**src/rtl/wb_cmd_initiator.sv**
```systemverilog
// wb_cmd_initiator: Wishbone classic single-cycle bus initiator fed from a command FIFO.
// Each queued command becomes one WB cycle and returns exactly one response on a valid/ready port.
// Optional feature macro: WB_INIT_TIMEOUT_EN aborts a bus cycle that sees no ack within TIMEOUT
// cycles and reports it with o_rsp_err=1 and o_rsp_dat=32'hDEADBEEF.
module wb_cmd_initiator #(
  parameter int unsigned ADR_W     = 17,
  parameter int unsigned DAT_W     = 32,
  parameter int unsigned CMD_DEPTH = 4,
  parameter int unsigned TIMEOUT   = 255
) (
  input  logic             clk,
  input  logic             rst,
  input  logic             i_cmd_valid,
  output logic             o_cmd_ready,
  input  logic [ADR_W-1:0] i_cmd_adr,
  input  logic [DAT_W-1:0] i_cmd_dat,
  input  logic             i_cmd_wen,
  output logic             o_rsp_valid,
  input  logic             i_rsp_ready,
  output logic [DAT_W-1:0] o_rsp_dat,
  output logic             o_rsp_err,
  output logic [ADR_W-1:0] o_wb_adr,
  output logic [DAT_W-1:0] o_wb_dat,
  output logic             o_wb_cyc,
  output logic             o_wb_stb,
  output logic             o_wb_wen,
  input  logic [DAT_W-1:0] i_wb_dat,
  input  logic             i_wb_ack,
  output logic             o_busy
);

  localparam int unsigned PTR_W = (CMD_DEPTH > 1) ? $clog2(CMD_DEPTH) : 1;
  localparam int unsigned CNT_W = PTR_W + 1;
  localparam int unsigned ENT_W = ADR_W + DAT_W + 1;

  typedef enum logic [1:0] {S_IDLE, S_BUS, S_RESP} state_t;

  state_t           state;
  logic [ENT_W-1:0] mem [CMD_DEPTH];
  logic [PTR_W-1:0] wr_ptr;
  logic [PTR_W-1:0] rd_ptr;
  logic [CNT_W-1:0] count;
  logic             full;
  logic             empty;
  logic             push;
  logic             pop;
  logic [ENT_W-1:0] head;

  assign full        = (count == CNT_W'(CMD_DEPTH));
  assign empty       = (count == '0);
  assign push        = i_cmd_valid & ~full;
  assign pop         = (state == S_IDLE) & ~empty;
  assign head        = mem[rd_ptr];
  assign o_cmd_ready = ~full;
  assign o_wb_stb    = o_wb_cyc;
  assign o_busy      = ~empty | (state != S_IDLE);

  // Command storage: written on push, no reset needed since count gates every read.
  always_ff @(posedge clk) begin
    if (push) begin
      mem[wr_ptr] <= {i_cmd_adr, i_cmd_dat, i_cmd_wen};
    end
  end

  // FIFO pointers and occupancy; pointers wrap naturally at the power-of-2 depth.
  always_ff @(posedge clk) begin
    if (rst) begin
      wr_ptr <= '0;
      rd_ptr <= '0;
      count  <= '0;
    end else begin
      if (push) wr_ptr <= wr_ptr + 1'b1;
      if (pop)  rd_ptr <= rd_ptr + 1'b1;
      case ({push, pop})
        2'b10:   count <= count + 1'b1;
        2'b01:   count <= count - 1'b1;
        default: count <= count;
      endcase
    end
  end

`ifdef WB_INIT_TIMEOUT_EN
  localparam int unsigned TO_W = ($clog2(TIMEOUT + 1) > 8) ? $clog2(TIMEOUT + 1) : 8;
  logic [TO_W-1:0] to_cnt;
`endif

  // Bus FSM: IDLE pops a command, BUS holds the WB cycle until ack, RESP holds the response.
  always_ff @(posedge clk) begin
    if (rst) begin
      state       <= S_IDLE;
      o_wb_cyc    <= 1'b0;
      o_wb_adr    <= '0;
      o_wb_dat    <= '0;
      o_wb_wen    <= 1'b0;
      o_rsp_valid <= 1'b0;
      o_rsp_dat   <= '0;
      o_rsp_err   <= 1'b0;
`ifdef WB_INIT_TIMEOUT_EN
      to_cnt      <= '0;
`endif
    end else begin
      case (state)
        S_IDLE: begin
          if (pop) begin
            {o_wb_adr, o_wb_dat, o_wb_wen} <= head;
            o_wb_cyc <= 1'b1;
            state    <= S_BUS;
`ifdef WB_INIT_TIMEOUT_EN
            to_cnt   <= '0;
`endif
          end
        end
        S_BUS: begin
          if (i_wb_ack) begin
            o_wb_cyc    <= 1'b0;
            o_rsp_dat   <= o_wb_wen ? '0 : i_wb_dat;
            o_rsp_err   <= 1'b0;
            o_rsp_valid <= 1'b1;
            state       <= S_RESP;
          end
`ifdef WB_INIT_TIMEOUT_EN
          // Abort on the edge where the count would reach TIMEOUT; ack on that edge wins above.
          else if (to_cnt == TO_W'(TIMEOUT - 1)) begin
            o_wb_cyc    <= 1'b0;
            o_rsp_dat   <= DAT_W'(32'hDEADBEEF);
            o_rsp_err   <= 1'b1;
            o_rsp_valid <= 1'b1;
            state       <= S_RESP;
          end else begin
            to_cnt <= to_cnt + 1'b1;
          end
`endif
        end
        S_RESP: begin
          if (i_rsp_ready) begin
            o_rsp_valid <= 1'b0;
            state       <= S_IDLE;
          end
        end
        default: state <= S_IDLE;
      endcase
    end
  end

endmodule

```
**config.mk**
```make
export PLATFORM = sky130hd
export DESIGN_NAME = wb_cmd_initiator
export DESIGN_NICKNAME = d
export VERILOG_FILES = /design/src/rtl/wb_cmd_initiator.sv
export SDC_FILE = /design/constraint.sdc
export NUM_CORES = 1
export LEC_CHECK = 0
export BUFFER_PORTS_ARGS = -buffer_cell sky130_fd_sc_hd__buf_2
export CORE_MARGIN = 2
export CORE_UTILIZATION = 55
export CTS_CLUSTER_DIAMETER = 60
export CTS_CLUSTER_SIZE = 16
export DETAILED_ROUTE_END_ITERATION = 10
export HOLD_SLACK_MARGIN = 0.05
export PLACE_DENSITY = 0.81
export SYNTH_ARGS = -nofsm -noshare
export SYNTH_HDL_FRONTEND = slang
export SYNTH_SLANG_ARGS = --single-unit
```
**constraint.sdc**
```tcl
create_clock -name clk -period 2.6 [get_ports clk]
set_input_delay 0.13 -clock clk [delete_from_list [all_inputs] [get_ports clk]]
set_output_delay 0.13 -clock clk [all_outputs]
set_load 0.005 [all_outputs]
```
==> tab_implementation.tex, run 1 <==
\begin{tabular}{lr}
\hline
Metric & Value \\
\hline
\multicolumn{2}{l}{\textbf{Floorplanning}} \\
Die height & 143 um \\
Die Wd & 143 um \\
I/O pin count & 175 \\
Die Footprint & roughly 20000 sq um \\
Placeable Area & 18800 sq um \\
Initial cell density of the core & 56.4\% \\
Total number of placement rows & 50 \\
\multicolumn{2}{l}{\textbf{Final layout}} \\
ANT cells & 0 \\
FILL cells & 1148 \\
Final net count & 941 \\
Total area of multi-input combinational cells & 2480 sq um \\
Fraction of layout cells with a size suffix above 1 & 31.8\% \\
Sequential cell area & 7870 sq um \\
Area growth, synth to finish & 25.2\% \\
\multicolumn{2}{l}{\textbf{Clock tree}} \\
TritonCTS clock tree & yes \\
Clock slew at the register clock pins of the worst setup and hold paths & 0.07 ns \\
Buffer count from post-CTS setup fixing & 0 \\
Buffer type at the clock tree root & clkbuf\_16 \\
Number of cells upsized or downsized after cts & 0 \\
CTS Sinks & 293 \\
Clock latency on the worst-skew pair & 0.51 ns \\
Maximum count of clock buffers along a single path & 3 \\
Clock buffers created by TritonCTS & 23 \\
Post-CTS Hold Fix Bufs & 88 \\
H-Tree Level Count & 1 \\
\multicolumn{2}{l}{\textbf{Global routing}} \\
Initial antenna violation count & 0 \\
First-pass GRT wire length & around 36000 um \\
Global-route usage over all layers & 22.4\% \\
Congestion Overflow GR & 0 \\
Largest net degree at the start of global routing & 51 \\
Number of global-route vias before repair & 6762 \\
\multicolumn{2}{l}{\textbf{Setup path}} \\
Critical path fanouts, max & 9 \\
CP max stage cell & dfxtp\_1 \\
Required time at the endpoint of the critical path & approximately 3.0 ns \\
Max incr delay on CP & 0.40 ns \\
Category of the critical setup timing path & flop to flop \\
Data arrival time of the critical path & between 2 and 3 ns \\
CP Capture Type & flop \\
Top cell by count, worst path & inv\_1 \\
Critical path cell sequence & nor2\_1, nand2\_1, inv\_1, ha\_1, inv\_1, fa\_1, xor2\_1, or3\_1, a21oi\_1 \\
Startpoint kind of the worst setup timing path & flop \\
\multicolumn{2}{l}{\textbf{Power}} \\
Cell-internal power & 8970 uW \\
Sum of internal, switching and leakage power & 12400 uW \\
Combinational Power Share & approximately 23\% \\
Leakage power & 0.00488 uW \\
Sw Share & 27.8\% \\
Fraction of power consumed by sequential logic & 50.9\% \\
Maximum VDD drop & about 0.70 mV \\
Net Switching & 3450 uW \\
Ratio of total power to cell area & between 900 and 1000 nW/um\^{}2 \\
Power share of the clock group & 25.9\% \\
\multicolumn{2}{l}{\textbf{Synth}} \\
Synth Area in Simple Gates & about 4.9\% \\
Post-synthesis net count & 685 \\
Most frequent cells after synthesis & edfxtp\_1 (200), dfxtp\_1 (93), a22o\_1 (50), mux4\_2 (50), a21oi\_1 (41) \\
Dominant cell type by area after synthesis & edfxtp\_1 \\
Average footprint of a synthesized cell & 17.9 sq um \\
Portion of netlist area occupied by mux cells & 10.6\% \\
Post-synthesis instance area & 10600 sq um \\
Cell count after synthesis & 592 \\
Adder and majority cell fraction of the synthesized area & 0.777\% \\
Most used flip-flop cell after synthesis & edfxtp\_1 \\
Flip-flop and latch count after synthesis & 293 \\
Number of unique standard cell types used by synthesis & 35 \\
Synth area leaders & edfxtp\_1 (57\%), dfxtp\_1 (18\%), mux4\_2 (11\%) \\
Post-synthesis compound-gate area fraction & under 10\% \\
Async SR Flop Fraction & 0\% \\
Fraction of post-synthesis cell area in the top cell type by area & between 50\% and 60\% \\
Proportion of synthesized chip area in sequential cells & 74.1\% \\
Main combinational cell family by area after synthesis & multiplexers \\
Fraction of synthesized cell area in xor and xnor cells & 0.165\% \\
Most frequent cell after synthesis & edfxtp\_1 \\
Total number of yosys warnings & 0 \\
Number of enable-type register cells in the synthesized netlist & 200 \\
\multicolumn{2}{l}{\textbf{Job}} \\
Max Cap Viol & 0 \\
\multicolumn{2}{l}{\textbf{Drt}} \\
Length of routed met2 wiring & 11900 um \\
Via count & 6311 \\
Highest routing layer actually used & met4 \\
Total Wirelength & roughly 23000 um \\
Sum of routed wire segments on met1 & around 9000 um \\
DRC viols & 0 \\
Post-route ant nets & 0 \\
Average wire per standard cell & about 20 um \\
Length of the first detailed-routing pass in iterations & 4 \\
Met3 WL post-DR & 1630 um \\
Number of DRC markers after the initial detailed-route iteration & 368 \\
Ratio of routed vias to standard cells & 5.61 \\
\multicolumn{2}{l}{\textbf{Timing}} \\
Final Max Tran Viols & 0 \\
Post-route fraction of the period consumed by the critical path & between 90\% and 100\% \\
Fin crit period & approximately 2.4 ns \\
Number of hold-slack violations in the final timing report & 0 \\
Final Setup Violations & 0 \\
Sum Neg Setup Slack & 0 ns \\
Largest clock skew in the final design & 0.0155 ns \\
Maximum achievable frequency & 423 MHz \\
Least-Margin Pin Slew & between 0.9 and 1 ns \\
Headroom to the max-slew limit & 38.3\% \\
RSZ-0062 raised after global routing & false \\
\multicolumn{2}{l}{\textbf{Place}} \\
RePlAce Congestion & 0.791 \\
Input/output buffers & approximately 170 \\
Dpl hpwl & 12900 um \\
\multicolumn{2}{l}{\textbf{Status}} \\
Result of the run & completed \\
\multicolumn{2}{l}{\textbf{Min path}} \\
HP Class & input port to flop \\
\hline
\end{tabular}
[metal layers]
metal	track usage [%]	vias to the layer above
met5	0	-
met4	5.58	0
met3	4.73	35
met2	41.3	268
met1	26.8	3174
li1	-	2834
[registers in the layout, summed over array words and instances, names as in the netlist]
name	count
count	3
mem	200
o_rsp_dat	32
o_rsp_valid	1
o_wb_adr	17
o_wb_cyc	1
o_wb_dat	32
o_wb_wen	1
rd_ptr	2
state	2
wr_ptr	2
[metrics by stage]
stage	instance area (sq um)	utilization (%)	worst slack, ns	hold WS, ns	cells
floorplan	10600	-	0.274	0.229	592
global placement	11700	62.4	0.399	0.338	995
detailed placement	11700	62.4	0.288	0.347	995
CTS	13300	70.6	0.252	0.347	1125
global route	13300	70.6	0.0417	0.355	1125
finish	13300	70.6	0.237	0.363	1125
[power groups by stage]
stage               clock (uW)  sequential, uW  combinational [uW]
floorplan                    0            6210                1860
global placement             0            6340                2670
detailed placement           0            6400                2750
CTS                       3280            6310                2890
global route              3460            6410                3120
finish                    3210            6320                2880
[cell families (layout without fill, tap and decap cells)]
| logic type | count (synthesis) | in the layout |
|---|---|---|
| flip-flops | 293 | 293 |
| buffers and inverters | 49 | 322 |
| other | 1 | 1 |
| AND/OR/NAND/NOR | 92 | 92 |
| adder cells (fa/ha/maj) | 6 | 6 |
| XOR/XNOR | 2 | 2 |
| multiplexers | 50 | 50 |
| AO/OA/AOI/OAI | 99 | 99 |
[worst max-delay path, delay by kind of cell (launching register included)]
family / cells / cell delay [ns]
compound gates: 1 / 0.15
xor+xnor: 1 / 0.16
fa+ha+maj: 2 / 0.56
buf+inv: 2 / 0.17
flops: 1 / 0.40
simple gates: 3 / 0.84
[area by class of cell]
class / instances / area share (%)
inverters: 7 / 0.198
flip-flops and latches: 293 / 59.2
clock inverters: 6 / 0.329
clock buffers: 36 / 4.70
repair buffers: 273 / 14.5
multi-input cells: 250 / 18.7
well taps: 260 / 2.45
[layout by cell type (no fill, tap or decap), types with 2 or more instances in the layout]
cell type / count
and3_2: 4
inv_6: 2
edfxtp_1: 200
a21o_1: 2
a21oi_1: 41
inv_4: 2
ha_1: 5
mux4_2: 50
clkbuf_1: 13
a22o_1: 50
nand3_1: 2
dfxtp_1: 91
clkbuf_16: 23
nor2_1: 8
buf_2: 173
inv_1: 7
nand3b_1: 34
xor2_1: 2
nand2_1: 36
buf_12: 7
buf_4: 5
dlygate4sd3_1: 88
[final timing paths]
path,cells after the start,to,slack (ns),from
min reg2reg,2,o_rsp_dat[15]$_SDFFE_PP0P_,0.45,o_rsp_dat[15]$_SDFFE_PP0P_
min,2,mem[2][38]$_DFFE_PP_,0.36,i_cmd_adr[5]
max,9,count[2]$_SDFFE_PP0P_,0.24,state[0]$_SDFFE_PP0P_
max reg2reg,9,count[2]$_SDFFE_PP0P_,0.24,state[0]$_SDFFE_PP0P_
(Power assumes the default switching activity.)
==> run 2: changes to the inputs <==
Settings changed: CORE_MARGIN 2 to 1.
==> tab_implementation.tex, run 2 (synthesis results as in run 1) <==
\begin{tabular}{lr}
\hline
Metric & Value \\
\hline
\multicolumn{2}{l}{\textbf{Floorplanning}} \\
I/O pin count & 175 (unchanged) \\
Die Footprint & 19900 sq um (was 20400 sq um) \\
Initial cell density of the core & 56.4\% (unchanged) \\
Die Wd & 141 um (was 143 um) \\
Total number of placement rows & 50 (unchanged) \\
Placeable Area & 18800 sq um (unchanged) \\
Die height & 141 um (was 143 um) \\
\multicolumn{2}{l}{\textbf{Place}} \\
Input/output buffers & 173 (unchanged) \\
RePlAce Congestion & 0.795 (was 0.791) \\
Dpl hpwl & 13100 um (was 12900 um) \\
Placed cell areas & 11800 sq um (was 11700 sq um) \\
\multicolumn{2}{l}{\textbf{Global routing}} \\
Most Used Layer, Global Route & met2 (unchanged) \\
Number of global-route vias before repair & 6490 (was 6762) \\
Largest net degree at the start of global routing & 42 (was 51) \\
First-pass GRT wire length & 34800 um (was 35500 um) \\
Initial antenna violation count & 0 (unchanged) \\
Global-route usage over all layers & 22.9\% (was 22.4\%) \\
Global-route track usage on met1 & 28.4\% (was 26.8\%) \\
Congestion Overflow GR & 0 (unchanged) \\
GRT met2 Usage & 41.1\% (was 41.3\%) \\
Global-route met3 utilization & 4.82\% (was 4.73\%) \\
\multicolumn{2}{l}{\textbf{Timing}} \\
Final Setup Violations & 0 (unchanged) \\
Sum Neg Setup Slack & 0 ns (unchanged) \\
Final Max Tran Viols & 0 (unchanged) \\
Post-route fraction of the period consumed by the critical path & 89.9\% (was 90.9\%) \\
Fin crit period & 2.34 ns (was 2.36 ns) \\
Least-Margin Pin Slew & 0.867 ns (was 0.924 ns) \\
Number of hold-slack violations in the final timing report & 0 (unchanged) \\
Largest clock skew in the final design & 0.0202 ns (was 0.0155 ns) \\
WHS & 0.364 ns (was 0.363 ns) \\
Maximum achievable frequency & 428 MHz (was 423 MHz) \\
Headroom to the max-slew limit & 42.1\% (was 38.3\%) \\
RSZ-0062 raised after global routing & false (unchanged) \\
\multicolumn{2}{l}{\textbf{Final layout}} \\
Final net count & 947 (was 941) \\
Max reg flops & 200 (unchanged) \\
Area growth, synth to finish & 25.8\% (was 25.2\%) \\
Fraction of layout cells with a size suffix above 1 & 32.2\% (was 31.8\%) \\
Leading cell type in the layout, fill and taps excluded & edfxtp\_1 (unchanged) \\
Leading registers by flop count & mem: 200 flops, o\_rsp\_dat: 32 flops, o\_wb\_dat: 32 flops (unchanged) \\
Sequential cell area & 7870 sq um (unchanged) \\
Register with the most flip-flops & mem (unchanged) \\
ANT cells & 0 (unchanged) \\
Total area of multi-input combinational cells & 2480 sq um (unchanged) \\
Finished Cell Area & 13400 sq um (was 13300 sq um) \\
Highest-count cells in the layout ignoring fill and taps & edfxtp\_1 (200), buf\_2 (173), dfxtp\_1 (91) (unchanged) \\
FILL cells & 1141 (was 1148) \\
\multicolumn{2}{l}{\textbf{Power}} \\
Net Switching & 3430 uW (was 3450 uW) \\
Combinational Power Share & 23.4\% (was 23.2\%) \\
Maximum VDD drop & 0.564 mV (was 0.703 mV) \\
Cell-internal power & 9090 uW (was 8970 uW) \\
Fraction of power consumed by sequential logic & 50.3\% (was 50.9\%) \\
Leakage power & 0.00493 uW (was 0.00488 uW) \\
Power share of the clock group & 26.3\% (was 25.9\%) \\
Sw Share & 27.4\% (was 27.8\%) \\
Ratio of total power to cell area & 937 nW/um\^{}2 (was 934 nW/um\^{}2) \\
\multicolumn{2}{l}{\textbf{Clock tree}} \\
H-Tree Level Count & 1 (unchanged) \\
Maximum count of clock buffers along a single path & 3 (unchanged) \\
Clock buffers created by TritonCTS & 22 (was 23) \\
Number of cells upsized or downsized after cts & 0 (unchanged) \\
Clock latency on the worst-skew pair & 0.52 ns (was 0.51 ns) \\
Buffer type at the clock tree root & clkbuf\_16 (unchanged) \\
TritonCTS clock tree & yes (unchanged) \\
Clock slew at the register clock pins of the worst setup and hold paths & 0.07 ns (about the same) \\
CTS Sinks & 293 (unchanged) \\
Buffer count from post-CTS setup fixing & 0 (unchanged) \\
\multicolumn{2}{l}{\textbf{Drt}} \\
Number of DRC markers after the initial detailed-route iteration & 301 (was 368) \\
Ratio of routed vias to standard cells & 5.55 (was 5.61) \\
Length of the first detailed-routing pass in iterations & 4 (unchanged) \\
Post-route ant nets & 0 (unchanged) \\
Total Wirelength & 22300 um (was 22700 um) \\
DRC viols & 0 (unchanged) \\
Average wire per standard cell & 19.8 um (was 20.2 um) \\
Via count & 6263 (was 6311) \\
\multicolumn{2}{l}{\textbf{Job}} \\
Max Cap Viol & 0 (unchanged) \\
\multicolumn{2}{l}{\textbf{Setup path}} \\
CP Capture Type & flop (unchanged) \\
Data arrival time of the critical path & 2.78 ns (was 2.81 ns) \\
Startpoint kind of the worst setup timing path & flop (unchanged) \\
Required time at the endpoint of the critical path & 3.04 ns (about the same) \\
Critical path fanouts, max & 10 (was 9) \\
Category of the critical setup timing path & flop to flop (unchanged) \\
\multicolumn{2}{l}{\textbf{Min path}} \\
HP Class & input port to flop (unchanged) \\
\multicolumn{2}{l}{\textbf{Status}} \\
Result of the run & completed (unchanged) \\
\hline
\end{tabular}
run 2: cell types whose count changed in the layout (fill, tap and decap cells not counted), sizes merged:
cell    previous run  this run
bufinv             0         1
clkinv             2         1
clkbuf            36        37
buf              185       192
inv               11         7
run 2: timing repair:
item,4_1_cts,5_1_grt
endpoints found under the hold margin,242,0
hold buffers,88,0
endpoints found under the setup margin,0,0
run 2: power groups by stage:
stage	Sequential, uW	Combinational [uW]	Clock [uW]
final	6300	2930	3290
after detailed placement	6370	2810	0
after floorplan	6210	1860	0
after CTS	6290	2930	3330
after global placement	6320	2730	0
after global routing	6400	3160	3510
run 2: layout make-up:
| cell class | instances | area share (%) |
|---|---|---|
| flip-flops and latches | 293 | 58.9 |
| multi-input cells | 250 | 18.6 |
| repair buffers | 280 | 14.8 |
| clock buffers | 37 | 4.77 |
| well taps | 260 | 2.43 |
| clock inverters | 2 | 0.346 |
| inverters | 7 | 0.197 |
run 2: final timing paths:
check	from	to	slack (ns)	cells past startpoint
max	count[0]$_SDFFE_PP0P_	count[2]$_SDFFE_PP0P_	0.26	8
min	i_cmd_wen	mem[0][0]$_DFFE_PP_	0.36	2
max reg2reg	count[0]$_SDFFE_PP0P_	count[2]$_SDFFE_PP0P_	0.26	8
min reg2reg	o_rsp_dat[29]$_SDFFE_PP0P_	o_rsp_dat[29]$_SDFFE_PP0P_	0.45	2
run 2: layer usage:
layer	vias up	part of all wire, %
met2	231	51
met5	-	0
met3	39	6.4
met4	0	2.3
li1	2841	-
met1	3152	41
run 2: worst max-delay path, cell delays in order (launching register included):
cell and delay (ns):
dfxtp_1 0.36, or3b_1 0.55, nand2_1 0.14, ha_1 0.19
inv_1 0.06, fa_1 0.37, xor2_1 0.16, or3_1 0.31
a21oi_1 0.14
run 2: metrics by stage:
stage               instances  setup slack [ns]  total power [uW]  utilization (%)
detailed placement       1002             0.301              9180             62.7
global placement         1002             0.404              9050             62.7
finish                   1129             0.263             12500             71.0
global route             1129             0.144             13100             71.0
CTS                      1129             0.279             12600             71.0
floorplan                 592             0.274              8070                -
